## config.mk

```make
export PLATFORM = sky130hd
export DESIGN_NAME = dht11_reader
export DESIGN_NICKNAME = d
export VERILOG_FILES = /design/src/rtl/dht11_reader.sv
export SDC_FILE = /design/constraint.sdc
export NUM_CORES = 1
export LEC_CHECK = 0
export CAP_MARGIN = 20
export CORE_ASPECT_RATIO = 1.75
export CORE_UTILIZATION = 45
export DETAILED_ROUTE_END_ITERATION = 12
export DONT_BUFFER_PORTS = 1
export GPL_TIMING_DRIVEN = 0
export PLACE_DENSITY_LB_ADDON = 0.25
export SLEW_MARGIN = 20
export SYNTH_ARGS = -nofsm -noshare
export SYNTH_HDL_FRONTEND = slang
export SYNTH_SLANG_ARGS = --single-unit
```

## constraint.sdc

```tcl
create_clock -name clk -period 4 [get_ports clk]
set_input_delay 1 -clock clk [delete_from_list [all_inputs] [get_ports clk]]
set_output_delay 1 -clock clk [all_outputs]
set_load 0.01 [all_outputs]
```

## src/rtl/dht11_reader.sv

```systemverilog
// DHT11 single-wire read sequencer: start pulse, response handshake, 40-bit capture.
// Define DHT11_CHECKSUM_EN to verify byte 4 against the sum of bytes 0..3.
module dht11_reader #(
  parameter int TICK_DIV   = 50,
  parameter int START_US   = 18000,
  parameter int BIT1_US    = 40,
  parameter int TIMEOUT_US = 255
) (
  input  logic       clk,
  input  logic       reset,
  input  logic       start,
  input  logic       dq_in,
  output logic       dq_oe,
  output logic       busy,
  output logic       done,
  output logic       err,
  output logic [1:0] err_code,
  output logic [7:0] hum_int,
  output logic [7:0] hum_dec,
  output logic [7:0] tmp_int,
  output logic [7:0] tmp_dec,
  output logic [3:0] state_dbg
);

  localparam int PW = (TICK_DIV > 1) ? $clog2(TICK_DIV) : 1;

  typedef enum logic [3:0] {
    IDLE, START_LOW, WAIT_RESP, RESP_LOW, RESP_HIGH, BIT_LOW, BIT_HIGH, CHECK, DONE
  } state_t;

  state_t        state, state_n;
  logic [PW-1:0] presc;
  logic          tick;
  logic [15:0]   us_cnt;
  logic [5:0]    bit_cnt;
  logic          dq_s1, dq_s2, dq_s3;
  logic          fall, rise, tmo, bit_val, shift_en;
  logic [31:0]   data_sr;
  logic          fin_err;
  logic [1:0]    fin_code;

`ifdef DHT11_CHECKSUM_EN
  logic [7:0] ck_sr;
  logic [7:0] ck_sum;
  assign ck_sum = data_sr[31:24] + data_sr[23:16] + data_sr[15:8] + data_sr[7:0];
`endif

  assign tick    = (presc == PW'(TICK_DIV - 1));
  assign fall    = dq_s3 & ~dq_s2;
  assign rise    = ~dq_s3 & dq_s2;
  assign tmo     = (us_cnt > 16'(TIMEOUT_US));
  assign bit_val = (us_cnt > 16'(BIT1_US));

  // start is a request accepted only in IDLE; while busy=1 further start pulses are dropped.
  assign dq_oe     = (state == START_LOW);
  assign busy      = (state != IDLE) && (state != DONE);
  assign done      = (state == DONE);
  assign state_dbg = state;

  always_comb begin
    state_n  = state;
    shift_en = 1'b0;
    fin_err  = 1'b0;
    fin_code = 2'd0;
    case (state)
      IDLE:      if (start) state_n = START_LOW;
      START_LOW: if (us_cnt == 16'(START_US)) state_n = WAIT_RESP;
      WAIT_RESP, RESP_LOW, RESP_HIGH: begin
        if ((state == RESP_LOW) ? rise : fall)
          state_n = (state == WAIT_RESP) ? RESP_LOW :
                    (state == RESP_LOW)  ? RESP_HIGH : BIT_LOW;
        else if (tmo) begin
          state_n  = DONE;
          fin_err  = 1'b1;
          fin_code = 2'd1;
        end
      end
      BIT_LOW: begin
        if (rise) state_n = BIT_HIGH;
        else if (tmo) begin
          state_n  = DONE;
          fin_err  = 1'b1;
          fin_code = 2'd3;
        end
      end
      BIT_HIGH: begin
        if (fall) begin
          shift_en = 1'b1;
          state_n  = (bit_cnt == 6'd39) ? CHECK : BIT_LOW;
        end else if (tmo) begin
          state_n  = DONE;
          fin_err  = 1'b1;
          fin_code = 2'd3;
        end
      end
      CHECK: begin
        state_n = DONE;
`ifdef DHT11_CHECKSUM_EN
        if (ck_sum != ck_sr) begin
          fin_err  = 1'b1;
          fin_code = 2'd2;
        end
`endif
      end
      DONE:    state_n = IDLE;
      default: state_n = IDLE;
    endcase
  end

  always_ff @(posedge clk) begin
    if (reset) begin
      state    <= IDLE;
      presc    <= '0;
      us_cnt   <= '0;
      bit_cnt  <= '0;
      {dq_s3, dq_s2, dq_s1} <= 3'b111;
      data_sr  <= '0;
      err      <= 1'b0;
      err_code <= 2'd0;
      {hum_int, hum_dec, tmp_int, tmp_dec} <= '0;
`ifdef DHT11_CHECKSUM_EN
      ck_sr    <= '0;
`endif
    end else begin
      state <= state_n;
      {dq_s3, dq_s2, dq_s1} <= {dq_s2, dq_s1, dq_in};
      presc <= tick ? '0 : presc + PW'(1);
      if (state_n != state) us_cnt <= '0;
      else if (tick && us_cnt != 16'hFFFF) us_cnt <= us_cnt + 16'd1;
      if (state == IDLE && state_n == START_LOW) bit_cnt <= '0;
      else if (shift_en) bit_cnt <= bit_cnt + 6'd1;
      // The first 32 bits are the data bytes; the remaining 8 form the checksum.
      if (shift_en && bit_cnt < 6'd32) data_sr <= {data_sr[30:0], bit_val};
`ifdef DHT11_CHECKSUM_EN
      if (shift_en && bit_cnt >= 6'd32) ck_sr <= {ck_sr[6:0], bit_val};
`endif
      if (state_n == DONE && state != DONE) begin
        err      <= fin_err;
        err_code <= fin_code;
        if (!fin_err) {hum_int, hum_dec, tmp_int, tmp_dec} <= data_sr;
      end
    end
  end

endmodule

```

==> results.sh, run 1 <==
export IMPL_cap_violations=0
export IMPL_hold_path_class="reg -> reg"
export IMPL_overflow=0
export IMPL_yosysSeqAreaShare=0.476
export IMPL_fin_tns_setup_ns=0
export IMPL_synth_edff_count=0
export IMPL_rr_startpoint="us_cnt[6]$_SDFFE_PP0P_"
export IMPL_cp_end_kind="output port"
export IMPL_cp_max_fo=10
export IMPL_gp_congestion=0.915
export IMPL_io_pins=46
export IMPL_power_density_nw_per_um2=417
export IMPL_cts_hold_buf=0
export IMPL_root_buffer="clkbuf_16"
export IMPL_clk_latency_ns=0.34
export IMPL_htreeDepth=3
export IMPL_syn_inst=532
export IMPL_nNetsFinal=552
export IMPL_syn_area_um2=4240
export IMPL_grt_start_max_net_pins=17
export IMPL_finalPower_mw=1.96
export IMPL_syn_nets=541
export IMPL_cts_resized=0
export IMPL_drive_above_1_share=0.0693
export IMPL_synth_flop_cell="dfxtp_1"
export IMPL_pre_cts_slack_ns=1.56
export IMPL_wire_per_inst_um=14.3
export IMPL_setup_ws_ns=1.18
export IMPL_timing_fmax_mhz=354
export IMPL_post_cts_buffers=0
export IMPL_final_hold_violation_count=0
export IMPL_firstDrtPassIters=5
export IMPL_grt_use_total=0.213
export IMPL_antenna_found_initial=0
export IMPL_grt_pass1_vias=3435
export IMPL_diodes=0
export IMPL_hold_start="dq_s1$_SDFF_PP1_"
export IMPL_min_period_ns=2.82
export IMPL_holdPathEnd="dq_s2$_SDFF_PP1_"
export IMPL_async_flop_share=0
export IMPL_cts_sink_count=101
export IMPL_crit_required_ns=3.00
export IMPL_relSlewSlack=0.282
export IMPL_drv_slew=0
export IMPL_timing_final_crit_share=0.706
export IMPL_clk_path_buf_depth=2
export IMPL_num_vias=3542
export IMPL_fillers=928
export IMPL_fin_skew_ns=0.00668
export IMPL_dieArea_um2=9840
export IMPL_outcome="complete, no violations"
export IMPL_syn_area_per_cell_um2=7.98
export IMPL_whs_path_depth=1
export IMPL_dp_hpwl_mm=6.98
export IMPL_die_h_um=130
export IMPL_arrival_ns=1.82
export IMPL_area_growth_pct=10.8
export IMPL_drt_iter0_markers=117
export IMPL_ys_types=47
export IMPL_clk_pin_slew_ns=0.06
export IMPL_io_buffers=0
export IMPL_rsz0062_at_grt="no"
export IMPL_rrSetupSlack_ns=1.75
export IMPL_setup_viol=0
export IMPL_routed_wl_mm=9.55
export IMPL_cts_tree="built"
export IMPL_worstMarginPinSlew_ns=1.07
export IMPL_path_class="reg -> out"
export IMPL_num_rows=46
export IMPL_ir_drop_mv=0.200
export IMPL_grt_pass1_wl_mm=15.8
export IMPL_design_core_area_um2=9090
export IMPL_synth_seq_cells=101
export IMPL_die_x_um=75.4
export IMPL_rr_endpoint="us_cnt[9]$_SDFFE_PP0P_"
export IMPL_worst_r2r_cell_count=5
export IMPL_drc=0
export IMPL_cts_buffers=9
export IMPL_start_util=0.467
export IMPL_ant_nets=0
export IMPL_via_per_inst=5.30
export IMPL_start_kind="flop"
export IMPL_leakagePower_nw=1.53
export IMPL_yosys_warnings=0
[routing by layer]
metal / global-route usage / share of wire / vias to the layer above
met2: 0.380 / 0.53 / 88
met3: 0.0621 / 0.049 / 21
li1: - / - / 1802
met5: 0 / 0 / -
met1: 0.217 / 0.38 / 1631
met4: 0.112 / 0.032 / 0
[synth_stat cells (all sizes together), types with 2 or more instances]
library cell	count	share of area
buf	7	0.010
or2	4	0.0059
ha	5	0.015
clkbuf	24	0.021
or3	3	0.0044
xnor2	14	0.029
nor2b	6	0.0088
nand4	7	0.010
nor4	10	0.021
nor4b	3	0.0062
inv	9	0.0080
a31oi	2	0.0029
nor2	47	0.042
a21o	2	0.0035
and2	2	0.0029
nand2	149	0.13
o21ai	7	0.0083
nand3	12	0.014
a31o	3	0.0062
nand2b	4	0.0059
dfxtp	101	0.48
mux2i	3	0.0071
and3	3	0.0044
a21oi	69	0.081
nor3	7	0.0083
nand3b	2	0.0035
xor2	10	0.021
a211oi	2	0.0035
[state kept, by name, indices dropped and copies added (netlist names)]
register	count
dq_s3	1
tmp_int	8
hum_dec	8
dq_s1	1
err_code	2
bit_cnt	6
us_cnt	16
state_dbg	4
tmp_dec	8
presc	6
dq_s2	1
hum_int	8
data_sr	32
[kinds of logic (layout without fill, tap and decap cells)]
family                     after synthesis  in the layout  synth area share
AOI/OAI and AO/OA                       94             94             0.130
xor gates and xnor gates                24             24            0.0495
adders and majority gates                5              5            0.0147
buffers and inverters                   40             56            0.0395
DFF                                    101            101             0.476
muxes                                    3              3           0.00708
and+or+nand+nor                        265            265             0.283
[final cells by class]
cell class / instances / area, um^2 / share of cell area
plain buffers: 31 / 134 / 0.0285
clock buffers: 11 / 253 / 0.0537
clock inverters: 5 / 56.3 / 0.0120
inverters: 9 / 33.8 / 0.00718
multi-input cells: 391 / 2050 / 0.437
flip-flops and latches: 101 / 2020 / 0.430
well taps: 120 / 150 / 0.0319
[layout by cell type, fill, tap and decap left out, types with 6 or more instances in the layout]
master     netlist  final
dfxtp_1        101    101
nand4_1          7      7
nand3_1         12     12
o21ai_0          7      7
clkbuf_16        0      9
xor2_1          10     10
inv_1            9      9
xnor2_1         14     14
a21oi_1         69     69
nor3_1           7      7
nor2b_1          6      6
nor2_1          46     46
clkbuf_1        24     24
nand2_1        149    149
nor4_1           6      6
[power by group]
group | leakage, nW | internal, mW | switching (mW)
clock network | 0.152 | 0.519 | 0.370
registers | 0.815 | 1.01 | 0.00567
logic | 0.566 | 0.0169 | 0.0387
total | 1.53 | 1.55 | 0.414
[stage by stage]
step,hold slack (ns),util,cells,instance area [um^2]
detailed placement,0.408,0.483,652,4390
global route,0.433,0.517,668,4700
CTS,0.423,0.517,668,4700
finish,0.419,0.517,668,4700
global placement,0.399,0.483,652,4390
floorplan,0.389,-,532,4240
[critical path: stages, from the launching register on]
cell and delay, ns:
dfxtp_1 0.44, clkbuf_1 0.29, nor3_1 0.39, inv_1 0.16, nor2_1 0.21
[worst max-delay path by stage]
stage | startpoint | to | cells past startpoint
2_1_floorplan | state_dbg[1]$_SDFF_PP0_ | done | 4
3_3_place_gp | state_dbg[1]$_SDFF_PP0_ | done | 4
3_5_place_dp | state_dbg[1]$_SDFF_PP0_ | done | 4
4_1_cts | state_dbg[1]$_SDFF_PP0_ | done | 4
5_1_grt | state_dbg[1]$_SDFF_PP0_ | done | 4
6_report | state_dbg[1]$_SDFF_PP0_ | done | 4
Power figures use the tool's default switching activity.
==> inputs of run 2 (changes only) <==
==> constraint.sdc (replaced) <==
create_clock -name clk -period 2.7 [get_ports clk]
set_input_delay 0.675 -clock clk [delete_from_list [all_inputs] [get_ports clk]]
set_output_delay 0.675 -clock clk [all_outputs]
set_load 0.01 [all_outputs]
==> results of run 2 <==
Same layout as run 1 (identical final DEF). Status: complete, no violations.
Main changes from that run: setup slack after placement 1.56 ns -> 0.524 ns; setup slack after layout 1.18 ns -> 0.202 ns; register-to-register setup slack 1.75 ns -> 0.45 ns; total power 1.96 mW -> 2.90 mW; worst IR drop on VDD 0.200 mV -> 0.297 mV
